[config.mk]
export PLATFORM = sky130hd
export DESIGN_NAME = adc_read
export DESIGN_NICKNAME = d
export VERILOG_FILES = /design/src/rtl/adc_read_pkg.sv /design/src/rtl/spi_shift_rx.sv /design/src/rtl/adc_read.sv
export SDC_FILE = /design/constraint.sdc
export NUM_CORES = 1
export LEC_CHECK = 0
export ABC_AREA = 0
export BUFFER_PORTS_ARGS = -buffer_cell sky130_fd_sc_hd__buf_2
export CORE_UTILIZATION = 45
export DETAILED_ROUTE_END_ITERATION = 10
export SLEW_MARGIN = 25
export SYNTH_ARGS = -nofsm -noshare
export SYNTH_HDL_FRONTEND = slang
export SYNTH_SLANG_ARGS = --single-unit
[constraint.sdc]
create_clock -name clk -period 4.06 [get_ports clk]
set_clock_uncertainty 0.15 [all_clocks]
set_input_delay 0.406 -clock clk [delete_from_list [all_inputs] [get_ports clk]]
set_output_delay 0.406 -clock clk [all_outputs]
set_load 0.05 [all_outputs]
[src/rtl/adc_read_pkg.sv]
// rtl/adc_read_pkg.sv - shared state encoding and default parameters for adc_read
package adc_read_pkg;

  typedef enum logic [2:0] {
    IDLE  = 3'd0,
    CONV  = 3'd1,
    WAIT  = 3'd2,
    SHIFT = 3'd3,
    DONE  = 3'd4
  } adc_state_t;

  localparam int ADC_WID_DEF      = 18;
  localparam int ADC_POLARITY_DEF = 1;
  localparam int ADC_PHASE_DEF    = 0;
  localparam int SCK_HALF_DEF     = 2;
  localparam int CONV_CYC_DEF     = 3;
  localparam int WAIT_CYC_DEF     = 10;
  localparam int CNT_WID_DEF      = 16;

endpackage

[src/rtl/spi_shift_rx.sv]
// rtl/spi_shift_rx.sv - SPI receive engine: SCK generation and MSB-first shift-in
//
// Ports:
//   clk, rst_n : system clock, async active-low reset
//   i_start    : one-cycle pulse, begins a WID-bit frame (SCK starts at idle level)
//   i_miso     : serial data in
//   o_sck      : SPI clock, idles at POLARITY
//   o_last     : high in the cycle whose edge makes the final SCK return to idle
//   o_done     : one-cycle pulse the cycle after the final SCK edge
//   o_data     : shift register contents (valid when o_done is high)
module spi_shift_rx #(
  parameter int WID      = 18,
  parameter int POLARITY = 1,
  parameter int PHASE    = 0,
  parameter int SCK_HALF = 2,
  parameter int CNT_WID  = 16
) (
  input  logic           clk,
  input  logic           rst_n,
  input  logic           i_start,
  input  logic           i_miso,
  output logic           o_sck,
  output logic           o_last,
  output logic           o_done,
  output logic [WID-1:0] o_data
);

  localparam int                 EDGE_W    = $clog2(2 * WID);
  localparam logic [EDGE_W-1:0]  LAST_EDGE = EDGE_W'(2 * WID - 1);
  localparam logic [CNT_WID-1:0] HALF_END  = CNT_WID'(SCK_HALF - 1);

  logic               r_active;
  logic [CNT_WID-1:0] r_cnt;
  logic [EDGE_W-1:0]  r_edges;
  logic               r_sck;
  logic               r_done;
  logic [WID-1:0]     r_shift;
  logic               w_toggle;

  assign w_toggle = r_active && (r_cnt == HALF_END);
  assign o_last   = w_toggle && (r_edges == LAST_EDGE);
  assign o_sck    = r_sck;
  assign o_done   = r_done;
  assign o_data   = r_shift;

  always_ff @(posedge clk or negedge rst_n) begin
    if (!rst_n) begin
      r_active <= 1'b0;
      r_cnt    <= '0;
      r_edges  <= '0;
      r_sck    <= 1'(POLARITY);
      r_done   <= 1'b0;
      r_shift  <= '0;
    end else begin
      r_done <= 1'b0;
      if (i_start) begin
        r_active <= 1'b1;
        r_cnt    <= '0;
        r_edges  <= '0;
        r_sck    <= 1'(POLARITY);
      end else if (w_toggle) begin
        r_cnt   <= '0;
        r_sck   <= ~r_sck;
        r_edges <= r_edges + 1'b1;
        // Even edge index = leading edge, odd = trailing edge.
        if (r_edges[0] == 1'(PHASE)) begin
          r_shift <= {r_shift[WID-2:0], i_miso};
        end
        if (o_last) begin
          r_active <= 1'b0;
          r_done   <= 1'b1;
        end
      end else if (r_active) begin
        r_cnt <= r_cnt + 1'b1;
      end
    end
  end

endmodule

[src/rtl/adc_read.sv]
// rtl/adc_read.sv - ADC sampling front end: convert pulse, wait, SPI read, arm/finished handshake
//
// Optional feature macro: ADC_READ_OVERRANGE_EN (adds the overrange output).
//
// Ports:
//   clk, rst_n     : system clock, async active-low reset
//   arm            : level request for one sample
//   finished       : sample valid, held until arm is low
//   busy           : high whenever not IDLE
//   measured_value : last completed two's-complement sample
//   conv           : ADC convert-start, active high
//   sck, ss_n      : SPI clock and active-low chip select
//   miso           : ADC serial data
//   overrange      : sample hit a rail code (only with ADC_READ_OVERRANGE_EN)
module adc_read
  import adc_read_pkg::*;
#(
  parameter int ADC_WID      = ADC_WID_DEF,
  parameter int ADC_POLARITY = ADC_POLARITY_DEF,
  parameter int ADC_PHASE    = ADC_PHASE_DEF,
  parameter int SCK_HALF     = SCK_HALF_DEF,
  parameter int CONV_CYC     = CONV_CYC_DEF,
  parameter int WAIT_CYC     = WAIT_CYC_DEF,
  parameter int CNT_WID      = CNT_WID_DEF
) (
  input  logic                      clk,
  input  logic                      rst_n,
  input  logic                      arm,
  output logic                      finished,
  output logic                      busy,
  output logic signed [ADC_WID-1:0] measured_value,
  output logic                      conv,
  output logic                      sck,
  output logic                      ss_n,
  input  logic                      miso
`ifdef ADC_READ_OVERRANGE_EN
  ,
  output logic                      overrange
`endif
);

  localparam logic [CNT_WID-1:0] CONV_END = CNT_WID'(CONV_CYC - 1);
  localparam logic [CNT_WID-1:0] WAIT_END = CNT_WID'(WAIT_CYC - 1);

  adc_state_t                r_state, w_state_nxt;
  logic [CNT_WID-1:0]        r_cnt, w_cnt_nxt;
  logic                      r_conv, w_conv_nxt;
  logic                      r_ss_n, w_ss_n_nxt;
  logic                      r_finished, w_finished_nxt;
  logic signed [ADC_WID-1:0] r_meas;
  logic                      w_capture;
  logic                      w_spi_start;
  logic                      w_spi_last;
  logic                      w_spi_done;
  logic [ADC_WID-1:0]        w_spi_data;

  spi_shift_rx #(
    .WID      (ADC_WID),
    .POLARITY (ADC_POLARITY),
    .PHASE    (ADC_PHASE),
    .SCK_HALF (SCK_HALF),
    .CNT_WID  (CNT_WID)
  ) u_spi_rx (
    .clk     (clk),
    .rst_n   (rst_n),
    .i_start (w_spi_start),
    .i_miso  (miso),
    .o_sck   (sck),
    .o_last  (w_spi_last),
    .o_done  (w_spi_done),
    .o_data  (w_spi_data)
  );

  always_ff @(posedge clk or negedge rst_n) begin
    if (!rst_n) begin
      r_state    <= IDLE;
      r_cnt      <= '0;
      r_conv     <= 1'b0;
      r_ss_n     <= 1'b1;
      r_finished <= 1'b0;
      r_meas     <= '0;
    end else begin
      r_state    <= w_state_nxt;
      r_cnt      <= w_cnt_nxt;
      r_conv     <= w_conv_nxt;
      r_ss_n     <= w_ss_n_nxt;
      r_finished <= w_finished_nxt;
      if (w_capture) begin
        r_meas <= $signed(w_spi_data);
      end
    end
  end

  always_comb begin
    w_state_nxt    = r_state;
    w_cnt_nxt      = r_cnt;
    w_conv_nxt     = r_conv;
    w_ss_n_nxt     = r_ss_n;
    w_finished_nxt = r_finished;
    w_spi_start    = 1'b0;
    w_capture      = 1'b0;
    unique case (r_state)
      IDLE: begin
        if (arm) begin
          w_state_nxt = CONV;
          w_conv_nxt  = 1'b1;
          w_cnt_nxt   = '0;
        end
      end
      CONV: begin
        if (r_cnt == CONV_END) begin
          w_state_nxt = WAIT;
          w_conv_nxt  = 1'b0;
          w_cnt_nxt   = '0;
        end else begin
          w_cnt_nxt = r_cnt + 1'b1;
        end
      end
      WAIT: begin
        if (r_cnt == WAIT_END) begin
          w_state_nxt = SHIFT;
          w_ss_n_nxt  = 1'b0;
          w_cnt_nxt   = '0;
          w_spi_start = 1'b1;
        end else begin
          w_cnt_nxt = r_cnt + 1'b1;
        end
      end
      SHIFT: begin
        // Chip select releases together with the final SCK return to idle;
        // the sample is taken over once the engine reports done.
        if (w_spi_last) begin
          w_ss_n_nxt = 1'b1;
        end
        if (w_spi_done) begin
          w_state_nxt    = DONE;
          w_finished_nxt = 1'b1;
          w_capture      = 1'b1;
        end
      end
      DONE: begin
        if (!arm) begin
          w_state_nxt    = IDLE;
          w_finished_nxt = 1'b0;
        end
      end
      default: begin
        w_state_nxt = IDLE;
      end
    endcase
  end

  assign busy           = (r_state != IDLE);
  assign conv           = r_conv;
  assign ss_n           = r_ss_n;
  assign finished       = r_finished;
  assign measured_value = r_meas;

`ifdef ADC_READ_OVERRANGE_EN
  localparam logic [ADC_WID-1:0] POS_RAIL = {1'b0, {(ADC_WID - 1){1'b1}}};
  localparam logic [ADC_WID-1:0] NEG_RAIL = {1'b1, {(ADC_WID - 1){1'b0}}};

  logic r_over;

  always_ff @(posedge clk or negedge rst_n) begin
    if (!rst_n) begin
      r_over <= 1'b0;
    end else if (w_capture) begin
      r_over <= (w_spi_data == POS_RAIL) || (w_spi_data == NEG_RAIL);
    end
  end

  assign overrange = r_over;
`endif

endmodule

==> flow_summary_export.csv <==
group,metric,value,unit
clocking,clkSinkCount,83,
power_and_ir_drop,power.density,487,nW/um^2
worst_setup_path,worstReg2RegStart,"u_spi_rx.r_cnt[1]",
sta,setup_ws,998,ps
clocking,clkTransAtPathRegs,90,ps
global_routing,grt_max_degree,44,
sta,maxSlewHeadroom,34.9,%
power_and_ir_drop,ir_drop,0.208,mV
global_routing,met1_usage,23.8,%
sta,setup_viol,0,
logic_synthesis,synth_cells,338,
placed_design,dp_hpwl,4480,um
run,max_cap_violations,0,
logic_synthesis,synth_area_leader_cell,"dfrtp_1",
worst_setup_path,crit_required,4160,ps
drt,vias,2542,
logic_synthesis,synth-seq-area-share,54.8,%
hold_path,hp-start,"miso",
clocking,h-tree-depth,3,
clocking,ctsLongestPathBuffers,2,
cells_and_area,area_delta_synth_final,12.3,%
logic_synthesis,synth_fp_nets,348,
drt,drt_iter0_drc,97,
worst_setup_path,crit_family,"simple AND/OR/NAND/NOR gates",
placed_design,dpl.cell_count,459,
logic_synthesis,synth_top_cell_area_share,53.4,%
worst_setup_path,arrival,3160,ps
power_and_ir_drop,p_leak,0.00212,uW
logic_synthesis,synthTopCellsByCount,"81 x dfrtp_1, 36 x mux2_2, 34 x nor2_1",
worst_setup_path,end_kind,"flip-flop",
placed_design,place_ws,994,ps
worst_setup_path,slowest_stage,"nor3_4",
cells_and_area,layout-drive-gt1-share,24.5,%
logic_synthesis,avgSynthCellArea,11.2,um^2
worst_setup_path,r2r_slack,1000,ps
logic_synthesis,yosys_most_used_dff,"dfrtp_1",
global_routing,grt_first_pass_wirelength,11700,um
worst_setup_path,reg2regPathDepth,6,
global_routing,use_met2,25.7,%
sta,drv_slew,0,
drt,drcViolationCount,0,
clocking,tritoncts,"yes",
floorplanning,rows,33,
logic_synthesis,synth-seq-cells,83,
power_and_ir_drop,p_sw,716,uW
floorplanning,fp.coreArea,8180,um^2
hold_path,hold_class,"input port to flip-flop",
logic_synthesis,synth-edff-count,0,
logic_synthesis,async_flop_share,100,%
worst_setup_path,cp_cell_sequence,"inv_1 > ha_1 > or4b_1 > or4_4 > nor3_4 > mux2_2",
global_routing,overflow,0,
hold_path,hold_depth,2,
logic_synthesis,syn-cell-area,3790,um^2
sta,setup_tns,0,ps
drt,viasPerCell,5.33,
logic_synthesis,ys.warnings.count,0,
worst_setup_path,max_stage_delay,660,ps
floorplanning,dieHeight,93.8,um
cells_and_area,final-instance-count-excl-fill,477,
floorplanning,num_io_pins,27,
logic_synthesis,synth_most_common_cell,"dfrtp_1",
power_and_ir_drop,power.internal,1360,uW
worst_setup_path,worst-path-buf-inv,1,
clocking,cts_setup_buffers,0,
sta,worstMarginPinSlew,973,ps
floorplanning,start_util,46.4,%
clocking,insertion_delay,360,ps
clocking,root_buffer,"clkbuf_8",
global_routing,grt_pass1_vias,2446,
global_routing,grt_busiest_layer,"met2",
worst_setup_path,path_class,"flip-flop to flip-flop",
hold_path,whs_endpoint,"u_spi_rx.o_data[0]",
cells_and_area,fillers,746,
drt,drtPass1Iterations,4,
floorplanning,die_x,93.8,um
cells_and_area,fin_nets,377,
cells_and_area,design_area,4260,um^2
power_and_ir_drop,power.share.clock,29.8,%
global_routing,grt.total_usage,17.4,%
global_routing,grt_util_met3,3.72,%
placed_design,gp_congestion,0.759,
clocking,cts_buffers,9,
floorplanning,dieArea,8800,um^2
worst_setup_path,r2r-end,"u_spi_rx.o_data[15]",
drt,finalWirelength,6830,um
worst_setup_path,crit_fanout,18,
cells_and_area,antenna_cells,0,
power_and_ir_drop,power_frac_comb,21.9,%
sta,rsz0062_at_grt,"false",
power_and_ir_drop,switching_share,34.5,%
sta,fmax,0.327,GHz
power_and_ir_drop,seqPwrFrac,48.3,%
drt,wl_per_cell,14.3,um
status,outcome,"finished clean",
global_routing,antenna_found_initial,0,
logic_synthesis,synthTopCellsByArea,"dfrtp_1 53%, mux2_2 11%, xor2_1 3.7%",
logic_synthesis,synth.distinct_cells,41,
sta,hold_viol_final,0,
placed_design,portBuffers,26,
sta,min_period,3060,ps
cells_and_area,utilization,52.1,%
drt,drtAntennaViolNets,0,
worst_setup_path,start_kind,"flip-flop",
placed_design,post_dp_cell_area,4030,um^2
sta,period_share,75.4,%
[worst reg2reg max path, cell delays in order, from the launching register on]
cell	delay (ps)
dfrtp_1	430
inv_1	70
ha_1	130
or4b_1	460
or4_4	630
nor3_4	660
mux2_2	420
[logic make-up after synthesis]
logic type               synth area share (%)
AND/OR/NAND/NOR                          16.8
buffers and inverters                    2.77
XOR/XNOR                                 6.24
flip-flops                               54.8
adder cells (fa/ha/maj)                  1.98
AO/OA/AOI/OAI                            6.66
multiplexers                             10.7
[final cells by class]
type / instances / area [um^2] / share of cell area (%)
clock inverters: 7 / 85.1 / 2.00
repair buffers: 32 / 196 / 4.61
flip-flops and latches: 83 / 2080 / 48.8
well taps: 105 / 131 / 3.09
clock buffers: 9 / 124 / 2.91
multi-input cells: 232 / 1610 / 37.8
inverters: 9 / 33.8 / 0.793
[layout by cell type (no fill, tap or decap), drive strengths merged, types with 6 or more instances in the layout]
cell type / instances
dfrtp: 81
nand4: 9
mux2: 36
xnor2: 11
and3: 8
nor3: 9
ha: 6
inv: 11
nor4: 7
a21o: 7
nand3: 12
buf: 31
clkbuf: 9
a21oi: 16
xor2: 16
nand2: 21
nor2: 34
o21ai: 10
[worst max-delay path by stage]
stage	end	from	cells after the start
2_1_floorplan	u_spi_rx.o_data[10]	u_spi_rx.r_cnt[1]	8
3_3_place_gp	u_spi_rx.o_data[11]	u_spi_rx.r_cnt[1]	6
3_5_place_dp	u_spi_rx.o_data[15]	u_spi_rx.r_cnt[1]	6
4_1_cts	u_spi_rx.o_data[6]	u_spi_rx.r_cnt[1]	6
5_1_grt	u_spi_rx.o_data[4]	u_spi_rx.r_cnt[1]	6
6_report	u_spi_rx.o_data[15]	u_spi_rx.r_cnt[1]	6
[registers in the layout, summed over array words and instances, names as in the netlist]
signal	cells
conv	1
finished	1
measured_value	18
r_cnt	16
r_state	3
ss_n	1
u_spi_rx.o_data	18
u_spi_rx.o_done	1
u_spi_rx.o_sck	1
u_spi_rx.r_active	1
u_spi_rx.r_cnt	16
u_spi_rx.r_edges	6
[per-stage QoR]
stage / total power (uW) / hold WS, ps
6_report: 2070 / 124
5_1_grt: 2210 / 104
3_3_place_gp: 1460 / 334
4_1_cts: 2100 / 104
3_5_place_dp: 1470 / 301
2_1_floorplan: 1350 / -39.6
[routing by layer]
metal  part of all wire, %  vias to the layer above
met1                    50                     1254
met3                   2.9                       13
li1                      -                     1240
met5                     0                        -
met2                    45                       35
met4                   2.3                        0
[what timing repair did]
item | CTS | global route
hold endpoints to repair | 41 | 0
hold buffers | 1 | 0
gates resized for setup | 0 | 0
[power by group through the flow]
stage | clock network (uW) | logic (uW) | registers, uW
6_report | 619 | 454 | 1000
4_1_cts | 645 | 459 | 1000
5_1_grt | 670 | 523 | 1020
2_1_floorplan | 0 | 345 | 1010
3_5_place_dp | 0 | 456 | 1020
3_3_place_gp | 0 | 446 | 1010
Power figures use the tool's default switching activity.
